===== src/rtl/cam_pkg.sv =====
// cam_pkg: shared constants, FSM encoding and pixel conversion for the
// OV7670 capture path (QQVGA RGB444 frame buffer writer).
package cam_pkg;

  localparam int CAM_SCREEN_X = 160;                        // pixels per line
  localparam int CAM_SCREEN_Y = 120;                        // lines per frame
  localparam int IMA_SIZE     = CAM_SCREEN_X * CAM_SCREEN_Y;
  localparam int AW           = 15;                         // ceil(log2(IMA_SIZE))
  localparam int DW           = 12;                         // RGB444

  typedef enum logic [1:0] {
    WAIT_FRAME = 2'd0,
    FRAME_IDLE = 2'd1,
    CAPTURE    = 2'd2
  } cam_state_e;

  // Keep the top 4 bits of each RGB565 channel.
  // hi = R4..R0 G5..G3, lo = G2..G0 B4..B0.
  function automatic logic [DW-1:0] rgb565_to_rgb444(input logic [7:0] hi,
                                                     input logic [7:0] lo);
    return {hi[7:4], hi[2:0], lo[7], lo[4:1]};
  endfunction

endpackage


===== src/rtl/cam_capture_rgb444.sv =====
// cam_capture_rgb444: OV7670 byte stream -> RGB444 frame-buffer writes.
// Ports:
//   clk, rst              capture clock (CAM_pclk), synchronous active-high reset
//   CAM_px_data[7:0]      camera byte
//   CAM_href, CAM_vsync   line-valid / vertical sync from the sensor
//   DP_RAM_regW           write strobe, one cycle per stored pixel
//   DP_RAM_addr_in[AW-1:0]  linear address row*CAM_SCREEN_X + col
//   DP_RAM_data_in[DW-1:0]  {R[3:0],G[3:0],B[3:0]}
//   frame_done            one-cycle pulse when a frame ends
//   line_err              sticky per frame: a line had the wrong byte count
module cam_capture_rgb444
  import cam_pkg::*;
#(
  parameter int AW           = cam_pkg::AW,
  parameter int DW           = cam_pkg::DW,
  parameter int CAM_SCREEN_X = cam_pkg::CAM_SCREEN_X,
  parameter int CAM_SCREEN_Y = cam_pkg::CAM_SCREEN_Y
) (
  input  logic          clk,
  input  logic          rst,
  input  logic [7:0]    CAM_px_data,
  input  logic          CAM_href,
  input  logic          CAM_vsync,
  output logic          DP_RAM_regW,
  output logic [AW-1:0] DP_RAM_addr_in,
  output logic [DW-1:0] DP_RAM_data_in,
  output logic          frame_done,
  output logic          line_err
);

  localparam int CW = $clog2(CAM_SCREEN_X + 1);
  localparam int RW = $clog2(CAM_SCREEN_Y + 1);
  localparam logic [CW-1:0] COL_MAX   = CW'(CAM_SCREEN_X);
  localparam logic [RW-1:0] ROW_MAX   = RW'(CAM_SCREEN_Y);
  localparam logic [AW-1:0] LINE_STEP = AW'(CAM_SCREEN_X);

  cam_state_e    state_q, state_d;
  logic          vsync_d_q;
  logic [AW-1:0] wr_ptr_q, wr_ptr_d;
  logic [AW-1:0] row_base_q, row_base_d;   // row*CAM_SCREEN_X without a multiplier
  logic [RW-1:0] row_q, row_d;
  logic [CW-1:0] col_q, col_d;
  logic          phase_q, phase_d;         // 1: high byte held, waiting for low byte
  logic          long_q, long_d;           // line delivered more than CAM_SCREEN_X pixels
  logic [7:0]    hi_q, hi_d;
  logic          regw_q, regw_d;
  logic [AW-1:0] addr_q, addr_d;
  logic [DW-1:0] data_q, data_d;
  logic          frame_done_q, frame_done_d;
  logic          line_err_q, line_err_d;
  logic          start_of_frame;

  assign start_of_frame = vsync_d_q & ~CAM_vsync;

  // Next-state and registered-output computation for the capture FSM.
  always_comb begin
    state_d      = state_q;
    wr_ptr_d     = wr_ptr_q;
    row_base_d   = row_base_q;
    row_d        = row_q;
    col_d        = col_q;
    phase_d      = phase_q;
    long_d       = long_q;
    hi_d         = hi_q;
    regw_d       = 1'b0;
    addr_d       = addr_q;
    data_d       = data_q;
    frame_done_d = 1'b0;
    line_err_d   = line_err_q;

    case (state_q)
      WAIT_FRAME: begin
        if (start_of_frame) begin
          state_d    = FRAME_IDLE;
          wr_ptr_d   = '0;
          row_base_d = '0;
          row_d      = '0;
          phase_d    = 1'b0;
          line_err_d = 1'b0;
        end else begin
          state_d = WAIT_FRAME;
        end
      end

      FRAME_IDLE: begin
        if (CAM_vsync) begin
          state_d      = WAIT_FRAME;
          frame_done_d = 1'b1;
        end else if (CAM_href) begin
          state_d = CAPTURE;
          col_d   = '0;
          long_d  = 1'b0;
          hi_d    = CAM_px_data;
          phase_d = 1'b1;
        end else begin
          state_d = FRAME_IDLE;
        end
      end

      CAPTURE: begin
        if (CAM_vsync) begin
          // Sync wins over href: abandon the partial line.
          state_d      = WAIT_FRAME;
          frame_done_d = 1'b1;
          phase_d      = 1'b0;
          if ((col_q != '0) || phase_q) begin
            line_err_d = 1'b1;
          end else begin
            line_err_d = line_err_q;
          end
        end else if (CAM_href) begin
          if (!phase_q) begin
            hi_d    = CAM_px_data;
            phase_d = 1'b1;
          end else begin
            if ((col_q < COL_MAX) && (row_q < ROW_MAX)) begin
              regw_d   = 1'b1;
              addr_d   = wr_ptr_q;
              data_d   = rgb565_to_rgb444(hi_q, CAM_px_data);
              wr_ptr_d = wr_ptr_q + AW'(1);
            end else begin
              wr_ptr_d = wr_ptr_q;
            end
            // col saturates, so remember separately that the line overran.
            if (col_q < COL_MAX) begin
              col_d = col_q + CW'(1);
            end else begin
              long_d = 1'b1;
            end
            phase_d = 1'b0;
          end
        end else begin
          state_d = FRAME_IDLE;
          phase_d = 1'b0;
          if ((col_q != COL_MAX) || phase_q || long_q) begin
            line_err_d = 1'b1;
          end else begin
            line_err_d = line_err_q;
          end
          // Realign to the next row base so a short/long line cannot skew later rows.
          if (row_q < ROW_MAX) begin
            row_d      = row_q + RW'(1);
            row_base_d = row_base_q + LINE_STEP;
            wr_ptr_d   = row_base_q + LINE_STEP;
          end else begin
            row_d = row_q;
          end
        end
      end

      default: begin
        state_d = WAIT_FRAME;
      end
    endcase
  end

  // State and output registers with synchronous reset.
  always_ff @(posedge clk) begin
    if (rst) begin
      state_q      <= WAIT_FRAME;
      vsync_d_q    <= 1'b0;
      wr_ptr_q     <= '0;
      row_base_q   <= '0;
      row_q        <= '0;
      col_q        <= '0;
      phase_q      <= 1'b0;
      long_q       <= 1'b0;
      hi_q         <= 8'd0;
      regw_q       <= 1'b0;
      addr_q       <= '0;
      data_q       <= '0;
      frame_done_q <= 1'b0;
      line_err_q   <= 1'b0;
    end else begin
      state_q      <= state_d;
      vsync_d_q    <= CAM_vsync;
      wr_ptr_q     <= wr_ptr_d;
      row_base_q   <= row_base_d;
      row_q        <= row_d;
      col_q        <= col_d;
      phase_q      <= phase_d;
      long_q       <= long_d;
      hi_q         <= hi_d;
      regw_q       <= regw_d;
      addr_q       <= addr_d;
      data_q       <= data_d;
      frame_done_q <= frame_done_d;
      line_err_q   <= line_err_d;
    end
  end

  assign DP_RAM_regW    = regw_q;
  assign DP_RAM_addr_in = addr_q;
  assign DP_RAM_data_in = data_q;
  assign frame_done     = frame_done_q;
  assign line_err       = line_err_q;

endmodule


===== config.mk =====
export PLATFORM = sky130hd
export DESIGN_NAME = cam_capture_rgb444
export DESIGN_NICKNAME = d
export VERILOG_FILES = /design/src/rtl/cam_pkg.sv /design/src/rtl/cam_capture_rgb444.sv
export SDC_FILE = /design/constraint.sdc
export NUM_CORES = 1
export LEC_CHECK = 0
export ABC_AREA = 1
export CORE_MARGIN = 1
export CORE_UTILIZATION = 47
export DETAILED_ROUTE_END_ITERATION = 6
export GPL_ROUTABILITY_DRIVEN = 0
export GPL_TIMING_DRIVEN = 0
export HOLD_SLACK_MARGIN = 0.02
export PLACE_DENSITY = 0.78
export SYNTH_ARGS = -nofsm -noshare
export SYNTH_HDL_FRONTEND = slang
export SYNTH_SLANG_ARGS = --single-unit

===== constraint.sdc =====
create_clock -name clk -period 4.7 [get_ports clk]
set_clock_uncertainty 0.05 [all_clocks]
set_input_delay 1.41 -clock clk [delete_from_list [all_inputs] [get_ports clk]]
set_output_delay 1.41 -clock clk [all_outputs]
set_load 0.05 [all_outputs]

==> results.sh <==
export IMPL_cts_tree="yes"
export IMPL_cts_root_buffer="clkbuf_8"
export IMPL_syn_nets=593
export IMPL_cp_max_fo=10
export IMPL_hold_viol=0
export IMPL_status="complete, no violations"
export IMPL_die_w_um=93.8
export IMPL_io_buffers=41
export IMPL_worst_pin_slew_ps=551
export IMPL_min_period_ps=3090
export IMPL_synth_ff_type="dfxtp_1"
export IMPL_drcViolationCount=0
export IMPL_nets=645
export IMPL_wl_per_cell_um=12.3
export IMPL_grt_max_degree=15
export IMPL_ys_seq_area_share_pct=41.5
export IMPL_drtIter0Drc=211
export IMPL_yosys_top_cells_area="dfxtp_1, nand2_1, nor2_1, a21oi_1, inv_1"
export IMPL_crit_type="in2reg"
export IMPL_synth_seq_cells=82
export IMPL_syn_avg_cell_area_um2=6.92
export IMPL_rows=33
export IMPL_setup_viol=0
export IMPL_cts_inserted_buffers=9
export IMPL_yosysMostFrequentCell="nand2_1"
export IMPL_synthTopCellsByCount="nand2_1, nor2_1, dfxtp_1"
export IMPL_synth_top_area_cell="dfxtp_1"
export IMPL_die_h_um=93.8
export IMPL_synthArstFlopShare_pct=0
export IMPL_p_leak_uw=0.00193
export IMPL_startpoint_type="primary input"
export IMPL_grt_pass1_vias=3573
export IMPL_track_usage_pct=21.9
export IMPL_antenna_left=0
export IMPL_place_hpwl_um=6590
export IMPL_arrival_ps=3330
export IMPL_cp_data_required_time_ps=4940
export IMPL_coreArea_um2=8180
export IMPL_wirelength_um=9030
export IMPL_holdBufCountCts=0
export IMPL_path_buf_inv=4
export IMPL_grt_antenna_before_repair=0
export IMPL_grt_pass1_wl_um=15500
export IMPL_worst_skew_pair_late_latency_ps=350
export IMPL_overflow=0
export IMPL_hp_class="reg2reg"
export IMPL_diodes=0
export IMPL_crit_path_top_delay_cell="clkdlybuf4s50_1"
export IMPL_path_cells="clkdlybuf4s50_1, inv_2, nor2_4, nand2_2, nor3_2, buf_4, buf_6, o21ai_1, a21oi_2"
export IMPL_syn_to_final_growth_pct=19.8
export IMPL_power_total_uw=1400
export IMPL_worst_slack_ps=1610
export IMPL_synth_top_area_share_pct=41.5
export IMPL_start_util_pct=48.4
export IMPL_drive_gt1_share_pct=7.15
export IMPL_drtPass1Iterations=5
export IMPL_tns_ps=0
export IMPL_maxClockFrequency_mhz=324
export IMPL_clk_path_buf_depth=2
export IMPL_vias=3780
export IMPL_dp_slack_ps=1260
export IMPL_drv_slew=0
export IMPL_cts_setup_buffers=0
export IMPL_pin_count=42
export IMPL_netlist_area_um2=3960
export IMPL_max_vdd_ir_drop_v=0.000160
export IMPL_fp_dieArea_um2=8800
export IMPL_synth_distinct_cells=36
export IMPL_postSynthCellCount=572
export IMPL_end_kind="register"
export IMPL_fin_cells=734
export IMPL_htreeDepth=3
export IMPL_viasPerCell=5.15
export IMPL_post_route_period_util_pct=65.7
export IMPL_p_per_area_nw_per_um2=295
export IMPL_cap_violations=0
export IMPL_synth_edf_count=0
export IMPL_rsz0062_at_grt="no"
export IMPL_cpPeakStageDelay_ps=600
export IMPL_timing_slew_headroom_pct=63.3
export IMPL_final_core_util_pct=58.0
export IMPL_cpLargestDelayFamily="buffers and inverters"
export IMPL_cts_resized_gates=0
export IMPL_cts_sinks=82
export IMPL_place_inst=718
export IMPL_yosysWarnings=0
export IMPL_clk_pin_slew_worst_paths_ps=80
final cells by class:
class | count | area [µm²]
timing repair buffer | 41 | 410
inverter | 60 | 225
multi-input combinational | 412 | 2000
buffer | 18 | 93.8
tap | 105 | 131
fill | 750 | 3430
sequential | 82 | 1640
clock buffer | 10 | 128
clock inverter | 6 | 115
registers in the layout (all words and copies together), names as in the netlist:
signal,count
vsync_d_q,1
frame_done,1
DP_RAM_data_in,12
DP_RAM_regW,1
row_q,7
long_q,1
row_base_q,10
DP_RAM_addr_in,15
state_q,2
col_q,8
line_err,1
phase_q,1
wr_ptr_q,15
hi_q,7
worst register-to-register path, cell delays in order, from the launching register on:
cell and delay, ps:
dfxtp_1 340, inv_1 110, ha_1 160, buf_2 200, inv_1 180, nand2_1 140, nand3_1 130, inv_1 150
nand2_2 110, o21ai_2 310, and3b_1 220
stage by stage:
step | cell area (µm²) | hold WS [ps]
after floorplan | 3960 | 372
after global routing | 4740 | 419
after CTS | 4740 | 408
after global placement | 4500 | 382
after detailed placement | 4500 | 396
final | 4740 | 406
power by group:
group	switching, µW	total (µW)	leakage, µW	internal (µW)
Combinational	50.4	77.9	0.00116	27.6
Sequential	6.46	709	0.000662	702
Clock	258	613	0.000117	355
Total	315	1400	0.00193	1080
per-layer routing:
metal	GRT usage [%]	up-vias	routed length [µm]
met5	0	-	0
met4	8.33	0	128
met3	2.67	10	425
met2	38.3	105	4220
met1	27.3	1709	4260
li1	-	1956	-
placed cells by master, fill, tap and decap left out, drive strengths merged:
| master | Yosys | final |
|---|---|---|
| nand2 | 126 | 126 |
| nor2 | 98 | 98 |
| dfxtp | 82 | 82 |
| inv | 60 | 60 |
| o21ai | 50 | 50 |
| a21oi | 46 | 46 |
| clkdlybuf4s50 | 0 | 41 |
| nand3 | 33 | 33 |
| clkbuf | 9 | 19 |
| nand4 | 12 | 12 |
| nor3 | 10 | 10 |
| ha | 9 | 9 |
| buf | 9 | 9 |
| xor2 | 8 | 8 |
| nor3b | 3 | 3 |
| a31o | 3 | 3 |
| a211oi | 3 | 3 |
| bufinv | 0 | 3 |
| xnor2 | 2 | 2 |
| o22ai | 2 | 2 |
| clkinv | 0 | 2 |
| a21boi | 1 | 1 |
| and3 | 1 | 1 |
| and3b | 1 | 1 |
| o211ai | 1 | 1 |
| o211a | 1 | 1 |
| nand3b | 1 | 1 |
| or2 | 1 | 1 |
| clkinvlp | 0 | 1 |
path summary, 6_finish.rpt:
check	cells past startpoint	end	slack, ps	start
worst min-delay path	2	long_q$_SDFFE_PP0P_	410	long_q$_SDFFE_PP0P_
worst min register to register	2	long_q$_SDFFE_PP0P_	410	long_q$_SDFFE_PP0P_
worst max-delay path	9	DP_RAM_addr_in[13]$_SDFFE_PP0P_	1610	CAM_href
worst max register to register	10	col_q[2]$_SDFFE_PP0P_	2510	state_q[0]$_SDFFE_PP0P_
logic make-up (layout without fill, tap and decap cells):
kind of cell / after synthesis / after routing / share of synthesized area (%)
flip-flops: 82 / 82 / 41.5
AO/OA/AOI/OAI: 107 / 107 / 14.9
adder cells (fa/ha/maj): 9 / 9 / 2.84
AND/OR/NAND/NOR: 286 / 286 / 30.6
buffers and inverters: 78 / 135 / 8.06
XOR/XNOR: 10 / 10 / 2.21
Note: power is estimated with default switching activity, not from simulation.
